### config.mk
export PLATFORM = sky130hd
export DESIGN_NAME = npu_neuron_mac_flat
export DESIGN_NICKNAME = d
export VERILOG_FILES = /design/src/rtl/npu_neuron_mac_pkg.sv /design/src/rtl/npu_neuron_mac_if.sv /design/src/rtl/npu_neuron_mac_act_sat.sv /design/src/rtl/npu_neuron_mac.sv /design/src/flat_wrapper.sv
export SDC_FILE = /design/constraint.sdc
export NUM_CORES = 1
export LEC_CHECK = 0
export ABC_AREA = 1
export BUFFER_PORTS_ARGS = -buffer_cell sky130_fd_sc_hd__buf_4
export CAP_MARGIN = 5
export CORE_AREA = 2 2 170 172
export DETAILED_ROUTE_END_ITERATION = 8
export DIE_AREA = 0 0 172 174
export GPL_ROUTABILITY_DRIVEN = 0
export PLACE_DENSITY = 0.82
export SETUP_SLACK_MARGIN = 0.1
export SYNTH_ARGS = -nofsm -noshare
export SYNTH_HDL_FRONTEND = slang
export SYNTH_SLANG_ARGS = --single-unit
### constraint.sdc
create_clock -name clk -period 12.5 [get_ports clk]
set_clock_uncertainty 0.15 [all_clocks]
set_input_delay 1.25 -clock clk [delete_from_list [all_inputs] [get_ports clk]]
set_output_delay 1.25 -clock clk [all_outputs]
set_load 0.005 [all_outputs]
### src/rtl/npu_neuron_mac_pkg.sv
// Shared widths plus the activation and FSM encodings used by the neuron MAC datapath.
package npu_neuron_mac_pkg;

   localparam int NPU_DATA_WIDTH = 16;
   localparam int FRAC_BITS      = 8;
   localparam int ACC_WIDTH      = 40;

   typedef logic [1:0] act_mode_t;

   localparam act_mode_t ACT_LINEAR = 2'd0;
   localparam act_mode_t ACT_RELU   = 2'd1;
   localparam act_mode_t ACT_LEAKY  = 2'd2;

   localparam logic [1:0] ST_IDLE   = 2'd0;
   localparam logic [1:0] ST_ACCUM  = 2'd1;
   localparam logic [1:0] ST_DRAIN  = 2'd2;
   localparam logic [1:0] ST_RESULT = 2'd3;

   function automatic logic is_busy_state(input logic [1:0] st);
      return (st == ST_ACCUM) || (st == ST_DRAIN);
   endfunction

endpackage

### src/rtl/npu_neuron_mac_if.sv
// Operand/result bundle between the memory vault (master) and the neuron MAC (slave).
interface npu_neuron_mac_if
   import npu_neuron_mac_pkg::*;
#(
   parameter int DW = NPU_DATA_WIDTH
);
   logic          mac_clear;
   logic          mac_valid;
   logic          mac_last;
   act_mode_t     act_mode;
   logic [DW-1:0] data_a;
   logic [DW-1:0] data_b;
   logic [DW-1:0] calculation_result;
   logic          activion_valid;
   logic          busy;
   logic          acc_overflow;
   logic          protocol_err;

   modport master (
      output mac_clear, mac_valid, mac_last, act_mode, data_a, data_b,
      input  calculation_result, activion_valid, busy, acc_overflow, protocol_err
   );

   modport slave (
      input  mac_clear, mac_valid, mac_last, act_mode, data_a, data_b,
      output calculation_result, activion_valid, busy, acc_overflow, protocol_err
   );
endinterface

### src/rtl/npu_neuron_mac_act_sat.sv
// Combinational round-half-up, activation and output saturation of an accumulator value.
module npu_act_sat
   import npu_neuron_mac_pkg::*;
#(
   parameter int DW = NPU_DATA_WIDTH,
   parameter int FB = FRAC_BITS,
   parameter int AW = ACC_WIDTH
) (
   input  logic signed [AW-1:0] i_acc,
   input  act_mode_t            i_act_mode,
   output logic signed [DW-1:0] o_result
);
   localparam logic signed [AW:0] HALF    = (AW+1)'(1) << (FB - 1);
   localparam logic signed [AW:0] SAT_MAX = (AW+1)'((1 << (DW - 1)) - 1);
   localparam logic signed [AW:0] SAT_MIN = ~SAT_MAX;

   logic signed [AW:0] w_rounded;
   logic signed [AW:0] w_shifted;
   logic signed [AW:0] w_act;

   // One guard bit so the rounding add cannot wrap at the accumulator maximum.
   assign w_rounded = $signed({i_acc[AW-1], i_acc}) + HALF;
   assign w_shifted = w_rounded >>> FB;

   always_comb begin
      w_act = w_shifted;
      case (i_act_mode)
         ACT_RELU:  if (w_shifted[AW]) w_act = '0;
         ACT_LEAKY: if (w_shifted[AW]) w_act = w_shifted >>> 3;
         default:   w_act = w_shifted;
      endcase
   end

   always_comb begin
      if (w_act > SAT_MAX) begin
         o_result = SAT_MAX[DW-1:0];
      end else if (w_act < SAT_MIN) begin
         o_result = SAT_MIN[DW-1:0];
      end else begin
         o_result = w_act[DW-1:0];
      end
   end

endmodule

### src/rtl/npu_neuron_mac.sv
// Neuron MAC: registered multiply, saturating accumulate, then round/activate/saturate
// into one result pulse per neuron.
module npu_neuron_mac
   import npu_neuron_mac_pkg::*;
#(
   parameter int DW = NPU_DATA_WIDTH,
   parameter int FB = FRAC_BITS,
   parameter int AW = ACC_WIDTH
) (
   input  logic            clk,
   input  logic            reset_b,
   npu_neuron_mac_if.slave bus
);
   localparam int PW = 2 * DW;
   localparam logic signed [AW-1:0] ACC_MAX = {1'b0, {(AW-1){1'b1}}};
   localparam logic signed [AW-1:0] ACC_MIN = {1'b1, {(AW-1){1'b0}}};

   logic [1:0]           r_state;
   logic [1:0]           w_state_next;
   logic                 w_open;
   logic                 w_accept;
   logic signed [PW-1:0] w_op_a;
   logic signed [PW-1:0] w_op_b;
   logic signed [PW-1:0] r_s1_prod;
   logic                 r_s1_valid;
   logic                 r_s1_last;
   logic                 r_s1_clear;
   logic                 r_clear_pend;
   logic                 r_s2_done;
   logic signed [AW-1:0] r_acc;
   logic signed [AW-1:0] w_acc_base;
   logic signed [AW-1:0] w_prod_ext;
   logic signed [AW-1:0] w_acc_next;
   logic [AW:0]          w_sum;
   logic                 w_sum_ovf;
   logic                 r_acc_ovf;
   logic                 r_proto_err;
   act_mode_t            r_act_mode;
   logic signed [DW-1:0] r_result;
   logic signed [DW-1:0] w_act_result;

   // Pairs are only taken while a neuron is open; in DRAIN/RESULT they are dropped.
   assign w_open   = (r_state == ST_IDLE) || (r_state == ST_ACCUM);
   assign w_accept = bus.mac_valid && w_open;
   assign w_op_a   = PW'($signed(bus.data_a));
   assign w_op_b   = PW'($signed(bus.data_b));

   always_comb begin
      w_state_next = r_state;
      case (r_state)
         ST_IDLE:  if (w_accept) w_state_next = bus.mac_last ? ST_DRAIN : ST_ACCUM;
         ST_ACCUM: if (w_accept && bus.mac_last) w_state_next = ST_DRAIN;
         ST_DRAIN: if (r_s2_done) w_state_next = ST_RESULT;
         default:  w_state_next = ST_IDLE;
      endcase
   end

   // A clear travels with S1 so it lands in S2 just ahead of its own pair's product.
   assign w_acc_base = r_s1_clear ? '0 : r_acc;
   assign w_prod_ext = {{(AW-PW){r_s1_prod[PW-1]}}, r_s1_prod};
   assign w_sum      = {w_acc_base[AW-1], w_acc_base} + {w_prod_ext[AW-1], w_prod_ext};
   assign w_sum_ovf  = w_sum[AW] ^ w_sum[AW-1];

   always_comb begin
      w_acc_next = w_acc_base;
      if (r_s1_valid) begin
         if (w_sum_ovf) begin
            w_acc_next = w_sum[AW] ? ACC_MIN : ACC_MAX;
         end else begin
            w_acc_next = w_sum[AW-1:0];
         end
      end
   end

   npu_act_sat #(
      .DW (DW),
      .FB (FB),
      .AW (AW)
   ) u_act_sat (
      .i_acc      (r_acc),
      .i_act_mode (r_act_mode),
      .o_result   (w_act_result)
   );

   always_ff @(posedge clk) begin
      if (reset_b) begin
         r_state      <= ST_IDLE;
         r_s1_prod    <= '0;
         r_s1_valid   <= 1'b0;
         r_s1_last    <= 1'b0;
         r_s1_clear   <= 1'b0;
         r_clear_pend <= 1'b0;
         r_s2_done    <= 1'b0;
         r_acc        <= '0;
         r_acc_ovf    <= 1'b0;
         r_proto_err  <= 1'b0;
         r_act_mode   <= ACT_LINEAR;
         r_result     <= '0;
      end else begin
         r_state    <= w_state_next;
         r_s1_prod  <= w_op_a * w_op_b;
         r_s1_valid <= w_accept;
         r_s1_last  <= w_accept && bus.mac_last;
         r_s1_clear <= w_open && (bus.mac_clear || r_clear_pend);

         // A clear seen while a result is in flight is held over for the next neuron.
         if (w_open) begin
            r_clear_pend <= 1'b0;
         end else if (bus.mac_clear) begin
            r_clear_pend <= 1'b1;
         end

         r_acc     <= w_acc_next;
         r_acc_ovf <= (r_acc_ovf && !r_s1_clear) || (r_s1_valid && w_sum_ovf);
         r_s2_done <= r_s1_valid && r_s1_last;

         if (w_accept && bus.mac_last) begin
            r_act_mode <= bus.act_mode;
         end
         if (r_s2_done) begin
            r_result <= w_act_result;
         end
         if (bus.mac_valid && !w_open) begin
            r_proto_err <= 1'b1;
         end
      end
   end

   assign bus.calculation_result = r_result;
   assign bus.activion_valid     = (r_state == ST_RESULT);
   assign bus.busy               = is_busy_state(r_state);
   assign bus.acc_overflow       = r_acc_ovf;
   assign bus.protocol_err       = r_proto_err;

endmodule

### src/flat_wrapper.sv
// flat-port wrapper written by rule: the top's interface ports become plain ports
module npu_neuron_mac_flat import npu_neuron_mac_pkg::*;
#(
   parameter int DW = NPU_DATA_WIDTH,
   parameter int FB = FRAC_BITS,
   parameter int AW = ACC_WIDTH
)
  (clk, reset_b, bus_mac_clear, bus_mac_valid, bus_mac_last, bus_act_mode, bus_data_a, bus_data_b, bus_calculation_result, bus_activion_valid, bus_busy, bus_acc_overflow, bus_protocol_err);
  npu_neuron_mac_if #(.DW(DW)) bus_i ();
  input  logic clk;
  input  logic reset_b;
  input wire logic [$bits(bus_i.mac_clear)-1:0] bus_mac_clear;
  input wire logic [$bits(bus_i.mac_valid)-1:0] bus_mac_valid;
  input wire logic [$bits(bus_i.mac_last)-1:0] bus_mac_last;
  input wire logic [$bits(bus_i.act_mode)-1:0] bus_act_mode;
  input wire logic [$bits(bus_i.data_a)-1:0] bus_data_a;
  input wire logic [$bits(bus_i.data_b)-1:0] bus_data_b;
  output wire logic [$bits(bus_i.calculation_result)-1:0] bus_calculation_result;
  output wire logic [$bits(bus_i.activion_valid)-1:0] bus_activion_valid;
  output wire logic [$bits(bus_i.busy)-1:0] bus_busy;
  output wire logic [$bits(bus_i.acc_overflow)-1:0] bus_acc_overflow;
  output wire logic [$bits(bus_i.protocol_err)-1:0] bus_protocol_err;
  assign bus_i.mac_clear = bus_mac_clear;
  assign bus_i.mac_valid = bus_mac_valid;
  assign bus_i.mac_last = bus_mac_last;
  assign bus_i.act_mode = bus_act_mode;
  assign bus_i.data_a = bus_data_a;
  assign bus_i.data_b = bus_data_b;
  assign bus_calculation_result = bus_i.calculation_result;
  assign bus_activion_valid = bus_i.activion_valid;
  assign bus_busy = bus_i.busy;
  assign bus_acc_overflow = bus_i.acc_overflow;
  assign bus_protocol_err = bus_i.protocol_err;
  npu_neuron_mac #(.DW(DW), .FB(FB), .AW(AW)) u_core (.clk(clk), .reset_b(reset_b), .bus(bus_i));
endmodule
==> impl_metrics.csv <==
group,metric,value,unit
clocking,h-tree-depth,3,
critical_path,critPathMaxFanout,16,
grt,grtUsageTotal,0.331,
critical_path,critical-path-slowest-cell,"fa_1",
timing,finalCritPeriodShare,0.561,
timing,fmax,143,MHz
timing,setup_viol,0,
critical_path,arrival,7.15,ns
logic_synthesis,synthArstFlopShare,0,
logic_synthesis,synth_area_leaders,"fa_1 (29%), inv_1 (13%), nand2_1 (13%), dfxtp_1 (11%), ha_1 (8.9%)",
critical_path,path_cells,"buf_4 > nand2_1 > fa_1 > inv_1 > fa_1 > fa_1 > fa_1 > fa_1 > inv_1 > fa_1 > inv_1 > ha_1 > a21oi_1 > inv_1 > a31oi_1 > nor3_1 > a211oi_1 > o21ai_0 > a21oi_1 > o21ai_0 > a21oi_1",
routing,drc_errors,0,
grt,antenna_found_initial,0,
floorplan,io_pins,59,
timing,setup_tns,0,ns
floorplan,die_w,172,um
logic_synthesis,ys_ff_latch,99,
logic_synthesis,synthesis.area,18300,sq um
timing,worst_slew_pin_slew,0.744,ns
timing,slew_headroom,0.498,
cells_and_area,fin_nets,3065,
logic_synthesis,yosys_warnings,0,
clocking,path_clk_slew,0.07,ns
routing,drt_iter0_drc,1475,
cells_and_area,drive_above_1_share,0.0432,
hold_path,min_path_cells,2,
critical_path,crit_top_cell,"fa_1",
logic_synthesis,ys.flop_type,"dfxtp_1",
cells_and_area,diodes,0,
hold_path,min_path_type,"reg -> reg",
grt,use_met2,0.560,
clocking,cts_tree,"built",
floorplan,initial_core_util,0.649,
logic_synthesis,netlist_instances,2656,
timing,rsz0062_at_grt,"no",
logic_synthesis,ys_seq_area_frac,0.108,
critical_path,crit_type,"in -> reg",
outcome,status,"completed",
place,io_buffers,58,
clocking,cts_buffer_depth,2,
hold_path,hold_start,"u_core.r_s1_last",
floorplan,num_rows,62,
routing,wl_per_cell,15.7,um
logic_synthesis,syn_area_per_cell,6.90,sq um
clocking,insertion_delay,0.37,ns
logic_synthesis,synth_edf_count,0,
logic_synthesis,synth_commonest_cells,"inv_1 (629), nand2_1 (617), fa_1 (263)",
critical_path,slowest_delay,1.02,ns
routing,wl,47400,um
routing,first_pass_iters,8,
grt,grt_max_degree,78,
logic_synthesis,ys_types,45,
critical_path,critical_path_required,12.64,ns
run,cap_violations,0,
grt,grt_pass1_vias,17000,
routing,vias,16700,
grt,grt_remaining_overflow,0,
logic_synthesis,yosysTopAreaCellShare,0.287,
routing,vias_per_cell,5.52,
critical_path,worstRegToRegCells,15,
critical_path,critPathLaunch,"bus_data_a[15]",
critical_path,cp-start-kind,"primary input",
clocking,hold_buffers,0,
grt,met1_usage,0.413,
critical_path,reg2reg_from,"u_core.r_s1_clear",
clocking,cts_setup_buffers,0,
timing,hold_viol_final,0,
logic_synthesis,synth.most_common_cell,"inv_1",
clocking,post_cts_resized,0,
clocking,cts_root_buffer,"clkbuf_16",
clocking,cts-buffers-inserted,9,
grt,grt_first_pass_wirelength,79500,um
clocking,cts_sinks,99,
logic_synthesis,synth_top_cell_by_area,"fa_1",
logic_synthesis,synth_fp_nets,3088,
timing,drv_slew,0,
floorplan,die_h,174,um
grt,busiest_layer,"met2",
timing,period_minus_slack,7.02,ns
floorplan,die_area,29900,sq um
routing,ant_nets,0,
cells_and_area,syn_to_final_growth,4.30,%
place,dp_hpwl,38700,um
grt,grt_use_met3,0.0549,
critical_path,endpoint_kind,"register",
floorplan,core-area,28200,sq um
## kinds of logic (layout without fill, tap and decap cells)
kind of cell,count (synthesis),after routing,synth area share
adder cells (fa/ha/maj),393,393,0.376
AND/OR/NAND/NOR,1000,1000,0.222
buffers and inverters,728,709,0.153
XOR/XNOR,65,65,0.0310
flip-flops,99,99,0.108
AO/OA/AOI/OAI,371,371,0.110
## registers in the layout, summed over array words and instances, names as in the netlist
name,cells
u_core.r_s1_prod,32
u_core.r_s1_valid,1
u_core.bus.calculation_result,16
u_core.r_s2_done,1
u_core.r_s1_clear,1
u_core.r_act_mode,2
u_core.bus.protocol_err,1
u_core.r_state,2
u_core.bus.acc_overflow,1
u_core.r_acc,40
u_core.r_s1_last,1
u_core.r_clear_pend,1
## layout make-up
| type | instances | area (sq um) |
|---|---|---|
| well taps | 384 | 480 |
| multi-input cells | 1829 | 13500 |
| fillers | 2447 | 9110 |
| inverters | 632 | 2380 |
| flip-flops and latches | 99 | 1980 |
| clock inverters | 5 | 43.8 |
| repair buffers | 62 | 465 |
| clock buffers | 10 | 229 |
## worst max-delay path, delay by kind of cell
| kind | cells | cell delay (ns) |
|---|---|---|
| AND/OR/NAND/NOR | 2 | 0.24 |
| adder cells (fa/ha/maj) | 7 | 4.02 |
| AO/OA/AOI/OAI | 7 | 1.21 |
| buffers and inverters | 5 | 0.41 |
## cell usage in the layout, fill, tap and decap left out, drive strengths merged, types with 17 or more instances in the layout
master and count:
nand4 18, xnor2 24, o21ai 133, nor2 248, xor2 41, nand2 623
a21oi 180, dfxtp 99, a31oi 19, inv 632, ha 130, buf 62
nand3 75, fa 263, nor3 17
## worst paths after layout
kind / to / slack, ns
hold reg to reg: u_core.r_s2_done / 0.27
setup reg to reg: u_core.r_acc[23] / 8.46
setup / recovery: u_core.r_s1_prod[28] / 5.48
hold / removal: u_core.r_s2_done / 0.27
## metal layers
metal	share of wire	routed length, um
met5	0	0
met4	0.046	2170
met3	0.080	3780
met2	0.48	22700
met1	0.40	18700
## stage by stage
step                      cell area (sq um)  hold WS [ns]   util  setup slack (ns)  cells
after floorplan                       18300         0.254      -              5.35   2656
after global placement                18900         0.260  0.668              5.29   3006
after detailed placement              18900         0.260  0.668              5.14   3006
after CTS                             19100         0.270  0.677              5.51   3021
after global routing                  19100         0.311  0.677              5.11   3021
final                                 19100         0.270  0.677              5.48   3021
Power is left out: the tool's default activity adds up to more than one toggle a clock period on the data nets, which glitch-free logic cannot reach.
